<file path="src/rtl/y86_pkg.sv">
// Shared Y86-64 encodings for the SEQ sequencer: instruction codes, status codes,
// sequencer state encoding and the memory-access classifier.
package y86_pkg;

  localparam logic [3:0] I_HALT   = 4'h0;
  localparam logic [3:0] I_NOP    = 4'h1;
  localparam logic [3:0] I_RRMOVQ = 4'h2;
  localparam logic [3:0] I_IRMOVQ = 4'h3;
  localparam logic [3:0] I_RMMOVQ = 4'h4;
  localparam logic [3:0] I_MRMOVQ = 4'h5;
  localparam logic [3:0] I_OPQ    = 4'h6;
  localparam logic [3:0] I_JXX    = 4'h7;
  localparam logic [3:0] I_CALL   = 4'h8;
  localparam logic [3:0] I_RET    = 4'h9;
  localparam logic [3:0] I_PUSHQ  = 4'hA;
  localparam logic [3:0] I_POPQ   = 4'hB;

  localparam logic [2:0] STAT_AOK = 3'd1;
  localparam logic [2:0] STAT_HLT = 3'd2;
  localparam logic [2:0] STAT_ADR = 3'd3;
  localparam logic [2:0] STAT_INS = 3'd4;

  typedef enum logic [3:0] {
    S_IDLE, S_FETCH, S_DECODE, S_EXECUTE, S_MEMORY,
    S_WRITEBACK, S_PCUPD, S_HALTED, S_ERROR
  } seq_state_t;

  function automatic logic is_mem_icode(input logic [3:0] ic);
    return (ic == I_RMMOVQ) || (ic == I_MRMOVQ) || (ic == I_CALL) ||
           (ic == I_RET) || (ic == I_PUSHQ) || (ic == I_POPQ);
  endfunction

endpackage

</file>
<file path="src/rtl/seq_next_pc.sv">
// Combinational next-PC selection applied in the PC-update step.
module seq_next_pc
  import y86_pkg::*;
#(
  parameter int PC_W = 64
) (
  input  logic [3:0]      icode,
  input  logic            cnd,
  input  logic [PC_W-1:0] valC,
  input  logic [PC_W-1:0] valP,
  input  logic [PC_W-1:0] valM,
  output logic [PC_W-1:0] new_pc
);

  always_comb begin
    new_pc = valP;
    unique case (icode)
      I_CALL:  new_pc = valC;
      I_JXX:   new_pc = cnd ? valC : valP;
      I_RET:   new_pc = valM;
      default: new_pc = valP;
    endcase
  end

endmodule

</file>
<file path="src/rtl/seq_ctrl.sv">
// Multi-cycle SEQ sequencer: owns the PC, walks each instruction through the six
// stages with one-cycle strobes, runs the data-memory handshake and tracks status.
module seq_ctrl
  import y86_pkg::*;
#(
  parameter int              PC_W       = 64,
  parameter logic [PC_W-1:0] RESET_PC   = '0,
  parameter int              IMEM_BYTES = 1024,
  parameter int              CNT_W      = 32
) (
  input  logic             clk,
  input  logic             rst_n,
  input  logic             start,
  input  logic [3:0]       icode,
  input  logic [PC_W-1:0]  valC,
  input  logic [PC_W-1:0]  valP,
  input  logic             imem_error,
  input  logic             cnd,
  input  logic [PC_W-1:0]  valM,
  input  logic             mem_ready,
  input  logic             dmem_error,
  output logic [PC_W-1:0]  pc,
  output logic             fetch_en,
  output logic             decode_en,
  output logic             exec_en,
  output logic             mem_en,
  output logic             wb_en,
  output logic             mem_req,
  output logic [2:0]       stat,
  output logic             halted,
  output logic [CNT_W-1:0] cycle_cnt,
  output logic [CNT_W-1:0] retired_cnt,
  output seq_state_t       dbg_state
);

  seq_state_t      state;
  logic [3:0]      icode_q;
  logic [PC_W-1:0] valm_q;
  logic [PC_W-1:0] new_pc;
  logic            adr_fault;
  logic            ins_fault;
  logic            active;

  assign adr_fault = imem_error || (pc >= PC_W'(IMEM_BYTES));
  assign ins_fault = icode > I_POPQ;
  assign active    = (state != S_IDLE) && (state != S_HALTED) && (state != S_ERROR);
  assign dbg_state = state;

  // decode_en depends on the fetch fields that only become valid inside DECODE.
  assign decode_en = (state == S_DECODE) && !adr_fault && !ins_fault && (icode != I_HALT);

  seq_next_pc #(.PC_W(PC_W)) u_next_pc (
    .icode  (icode_q),
    .cnd    (cnd),
    .valC   (valC),
    .valP   (valP),
    .valM   (valm_q),
    .new_pc (new_pc)
  );

  // Data memory: mem_req is valid from MEMORY entry and stays high until the
  // cycle mem_ready is seen (inclusive); valM/dmem_error are sampled only then.
  always_ff @(posedge clk or negedge rst_n) begin
    if (!rst_n) begin
      state       <= S_IDLE;
      pc          <= RESET_PC;
      stat        <= STAT_AOK;
      halted      <= 1'b0;
      fetch_en    <= 1'b0;
      exec_en     <= 1'b0;
      mem_en      <= 1'b0;
      wb_en       <= 1'b0;
      mem_req     <= 1'b0;
      cycle_cnt   <= '0;
      retired_cnt <= '0;
      icode_q     <= I_NOP;
      valm_q      <= '0;
    end else begin
      fetch_en <= 1'b0;
      exec_en  <= 1'b0;
      mem_en   <= 1'b0;
      wb_en    <= 1'b0;
      if (active && (cycle_cnt != '1)) cycle_cnt <= cycle_cnt + CNT_W'(1);
      case (state)
        S_IDLE: begin
          if (start) begin
            state    <= S_FETCH;
            fetch_en <= 1'b1;
          end
        end
        S_FETCH: state <= S_DECODE;
        S_DECODE: begin
          icode_q <= icode;
          if (adr_fault) begin
            stat   <= STAT_ADR;
            halted <= 1'b1;
            state  <= S_ERROR;
          end else if (ins_fault) begin
            stat   <= STAT_INS;
            halted <= 1'b1;
            state  <= S_ERROR;
          end else if (icode == I_HALT) begin
            stat   <= STAT_HLT;
            halted <= 1'b1;
            state  <= S_HALTED;
            if (retired_cnt != '1) retired_cnt <= retired_cnt + CNT_W'(1);
          end else begin
            state   <= S_EXECUTE;
            exec_en <= 1'b1;
          end
        end
        S_EXECUTE: begin
          state   <= S_MEMORY;
          mem_en  <= 1'b1;
          mem_req <= is_mem_icode(icode_q);
        end
        S_MEMORY: begin
          if (!mem_req) begin
            state <= S_WRITEBACK;
            wb_en <= 1'b1;
          end else if (mem_ready) begin
            mem_req <= 1'b0;
            if (dmem_error) begin
              stat   <= STAT_ADR;
              halted <= 1'b1;
              state  <= S_ERROR;
            end else begin
              valm_q <= valM;
              state  <= S_WRITEBACK;
              wb_en  <= 1'b1;
            end
          end
        end
        S_WRITEBACK: state <= S_PCUPD;
        S_PCUPD: begin
          pc       <= new_pc;
          state    <= S_FETCH;
          fetch_en <= 1'b1;
          if (retired_cnt != '1) retired_cnt <= retired_cnt + CNT_W'(1);
        end
        S_HALTED, S_ERROR: ;
        default: state <= S_ERROR;
      endcase
    end
  end

endmodule

</file>
<file path="config.mk">
export PLATFORM = sky130hd
export DESIGN_NAME = seq_ctrl
export DESIGN_NICKNAME = d
export VERILOG_FILES = /design/src/rtl/y86_pkg.sv /design/src/rtl/seq_next_pc.sv /design/src/rtl/seq_ctrl.sv
export SDC_FILE = /design/constraint.sdc
export NUM_CORES = 1
export LEC_CHECK = 0
export ABC_AREA = 1
export ABC_CLOCK_PERIOD_IN_PS = 2000
export CAP_MARGIN = 20
export CORE_MARGIN = 4
export CORE_UTILIZATION = 36
export CTS_CLUSTER_DIAMETER = 120
export DETAILED_ROUTE_END_ITERATION = 8
export PLACE_DENSITY = 0.71
export SLEW_MARGIN = 20
export SYNTH_ARGS = -nofsm -noshare
export SYNTH_HDL_FRONTEND = slang
export SYNTH_HIERARCHICAL = 1
export SYNTH_SLANG_ARGS = --single-unit
</file>
<file path="constraint.sdc">
create_clock -name clk -period 2 [get_ports clk]
set_input_delay 0.3 -clock clk [delete_from_list [all_inputs] [get_ports clk]]
set_output_delay 0.3 -clock clk [all_outputs]
set_load 0.01 [all_outputs]
</file>
==> results.json <==
{
  "slew_headroom": 0.367,
  "cts.reportedPaths.clkPinSlew_ps": 60,
  "area_delta_synth_final_pct": 47.3,
  "wl_um": 47000,
  "synth.avg_cell_area_um2": 7.78,
  "viasPerCell": 5.28,
  "yosysTopAreaCell": "dfrtp_1",
  "yosysTopAreaCellShare": 0.411,
  "rsz0062_at_grt": "true",
  "fmax_mhz": 435,
  "worstHoldPathType": "in -> async",
  "rows": 68,
  "wire_per_inst_um": 18.6,
  "drv_cap": 0,
  "nets": 2259,
  "synth_cells": 1619,
  "die_w_um": 195,
  "syn_nets": 1824,
  "ys_seq_area_frac": 0.415,
  "crit_path_max_fanout": 2,
  "clock_sinks": 209,
  "cp_data_arrival_time_ps": 2000,
  "die_area_um2": 38100,
  "worst_pin_slew_ps": 949,
  "io_pins": 345,
  "skew_ps": 9.38,
  "setup_tns_ps": -297,
  "htreeDepth": 1,
  "hold_viol": 0,
  "power_density_nw_per_um2": 545,
  "start_util": 0.365,
  "yosysWarnings": 6,
  "antenna_found_initial": 2,
  "dr.pass1.iters": 5,
  "io_buffers": 344,
  "cts_root_buffer": "clkbuf_16",
  "peakVddDrop_mv": 0.532,
  "cts_tree": "done",
  "path_class": "reg -> out",
  "preCtsSetupSlack_ps": -579,
  "syn-cell-area_um2": 12600,
  "grt_pass1_wl_um": 72400,
  "grt_max_degree": 71,
  "ant_nets": 0,
  "gr-total-overflow": 0,
  "synth_area_leaders": "dfrtp_1 (41%), nand2_1 (17%), nand3_1 (8.5%), mux2_2 (6.9%), nand4_1 (5.3%)",
  "design.core.area_um2": 34500,
  "fill_cells": 3191,
  "clkLatencyLatePin_ps": 530,
  "die_y_um": 195,
  "final_max_slew_viol_count": 0,
  "drcViolationCount": 0,
  "start_kind": "register",
  "drt_first_iter_violations": 1083,
  "p_leak_nw": 8.14,
  "synth_cell_types": 39,
  "clock_tree.buffer_depth": 3,
  "layout_commonest_cell": "nand2_1",
  "crit_path_end_kind": "primary output",
  "required_ps": 1700,
  "ys_seq_elements": 209,
  "final_cell_mix": "nand2_1 (550), clkdlybuf4s50_1 (341), nand3_1 (211)",
  "setup_ws_ps": -297,
  "vias": 13300,
  "post-route-min-period_ps": 2300,
  "outcome": "complete, but fails checks",
  "fin_crit_sh": 1.15,
  "grt_pass1_vias": 13000,
  "layout-drive-gt1-share": 0.151,
  "whs_ps": 260,
  "p_total_mw": 10.1,
  "fin_util": 0.538,
  "dp_hpwl_um": 32800,
  "grtUsageTotal": 0.231,
  "cts_buffers": 26,
  "gp_congestion": 0.939,
  "failed_checks": "negative setup slack",
  "setup_viol": 1
}
-- cell type report --
class | count | area [um2] | share of cell area
inverter | 64 | 245 | 0.0132
timing repair buffer | 494 | 4830 | 0.260
tap | 455 | 569 | 0.0307
antenna | 2 | 5.00 | 0.000270
clock buffer | 36 | 759 | 0.0409
clock inverter | 11 | 160 | 0.00863
multi-input combinational | 1259 | 6760 | 0.364
sequential | 209 | 5230 | 0.282
-- metal layers --
layer | wire [um] | up-vias | part of all wire | global-route usage
met5 | 0 | - | 0 | 0
li1 | - | 6312 | - | -
met1 | 19900 | 6339 | 0.42 | 0.312
met3 | 3740 | 91 | 0.080 | 0.0416
met2 | 21800 | 604 | 0.46 | 0.380
met4 | 1560 | 0 | 0.033 | 0.0716
-- critical path: stages (launching register included) --
cell and delay [ps]:
dfrtp_1 380, nor2_1 140, nand2_1 70, nor2_1 160, nand2_1 120, nor2_4 160, nand2_4 70, nor2_4 90
nand3_2 90, inv_1 60, buf_2 120
-- report_power, final --
group | switching [mW] | internal, mW
clock | 1.92 | 3.15
sequential | 0 | 4.23
combinational | 0.358 | 0.457
-- metrics by stage --
step                cells  area, um2
detailed placement   2470      17400
global placement     2470      17400
global route         2530      18600
floorplan            1619      12600
finish               2530      18600
CTS                  2520      18400
-- cells by family after synthesis --
logic type / count (synthesis) / share of synthesized area
xor+xnor: 44 / 0.0306
fa+ha+maj: 2 / 0.00199
flops: 209 / 0.415
simple gates: 1048 / 0.367
compound gates: 37 / 0.0161
mux: 127 / 0.113
buf+inv: 152 / 0.0557
-- registers in the layout (all words and copies together), names as in the netlist --
signal	flops
pc	64
valm_q	64
cycle_cnt	32
retired_cnt	32
dbg_state	4
icode_q	4
stat	3
exec_en	1
fetch_en	1
halted	1
mem_en	1
mem_req	1
wb_en	1
-- repair_timing --
item | in CTS | in global routing
pin swaps | 8 | 24
resized for setup | 15 | 7
hold buffers | 1 | 0
gates cloned | 1 | 5
endpoints found under the setup margin | 19 | 71
hold endpoints to repair | 40 | 0
buffers inserted | 1 | 4
-- Yosys cell counts --
| library cell | number |
|---|---|
| mux2_2 | 77 |
| o21ai_2 | 1 |
| a21oi_1 | 3 |
| dfstp_2 | 2 |
| nand2_1 | 554 |
| buf_6 | 5 |
| mux2_1 | 50 |
| nand3b_1 | 7 |
| nor4_1 | 2 |
| nand4_4 | 1 |
| xor2_1 | 24 |
| nor3_2 | 4 |
| dfrtp_1 | 207 |
| a211oi_1 | 1 |
| nand3_4 | 1 |
| nor3_1 | 20 |
| o21bai_2 | 1 |
| o21ai_0 | 17 |
| inv_4 | 1 |
| nor2_4 | 1 |
| nand4_1 | 106 |
| xnor2_1 | 20 |
| clkbuf_1 | 10 |
| ha_1 | 2 |
| inv_1 | 57 |
| inv_2 | 6 |
| nor2_1 | 127 |
| o211ai_1 | 1 |
| nand3_1 | 214 |
| nor3b_1 | 2 |
| nor2_2 | 4 |
| and3_1 | 1 |
| nand3_2 | 2 |
| o21ai_1 | 12 |
| buf_4 | 1 |
| nand2_2 | 2 |
| buf_1 | 2 |
| buf_2 | 70 |
| a22oi_1 | 1 |
-- worst paths after layout --
kind / from / to / slack, ps / cells after the start
setup / recovery: pc[53]$_DFFE_PN0P_ / decode_en / -300 / 10
hold / removal: rst_n / valm_q[13]$_DFFE_PN0P_ / 260 / 2
setup reg to reg: pc[53]$_DFFE_PN0P_ / retired_cnt[24]$_DFFE_PN0P_ / 70 / 12
hold reg to reg: stat[0]$_DFFE_PN1P_ / stat[0]$_DFFE_PN1P_ / 470 / 2
max in group asynchronous: rst_n / stat[0]$_DFFE_PN1P_ / 1000 / 3
min in group clk: valM[7] / valm_q[7]$_DFFE_PN0P_ / 360 / 2
Power figures use the tool's default switching activity.
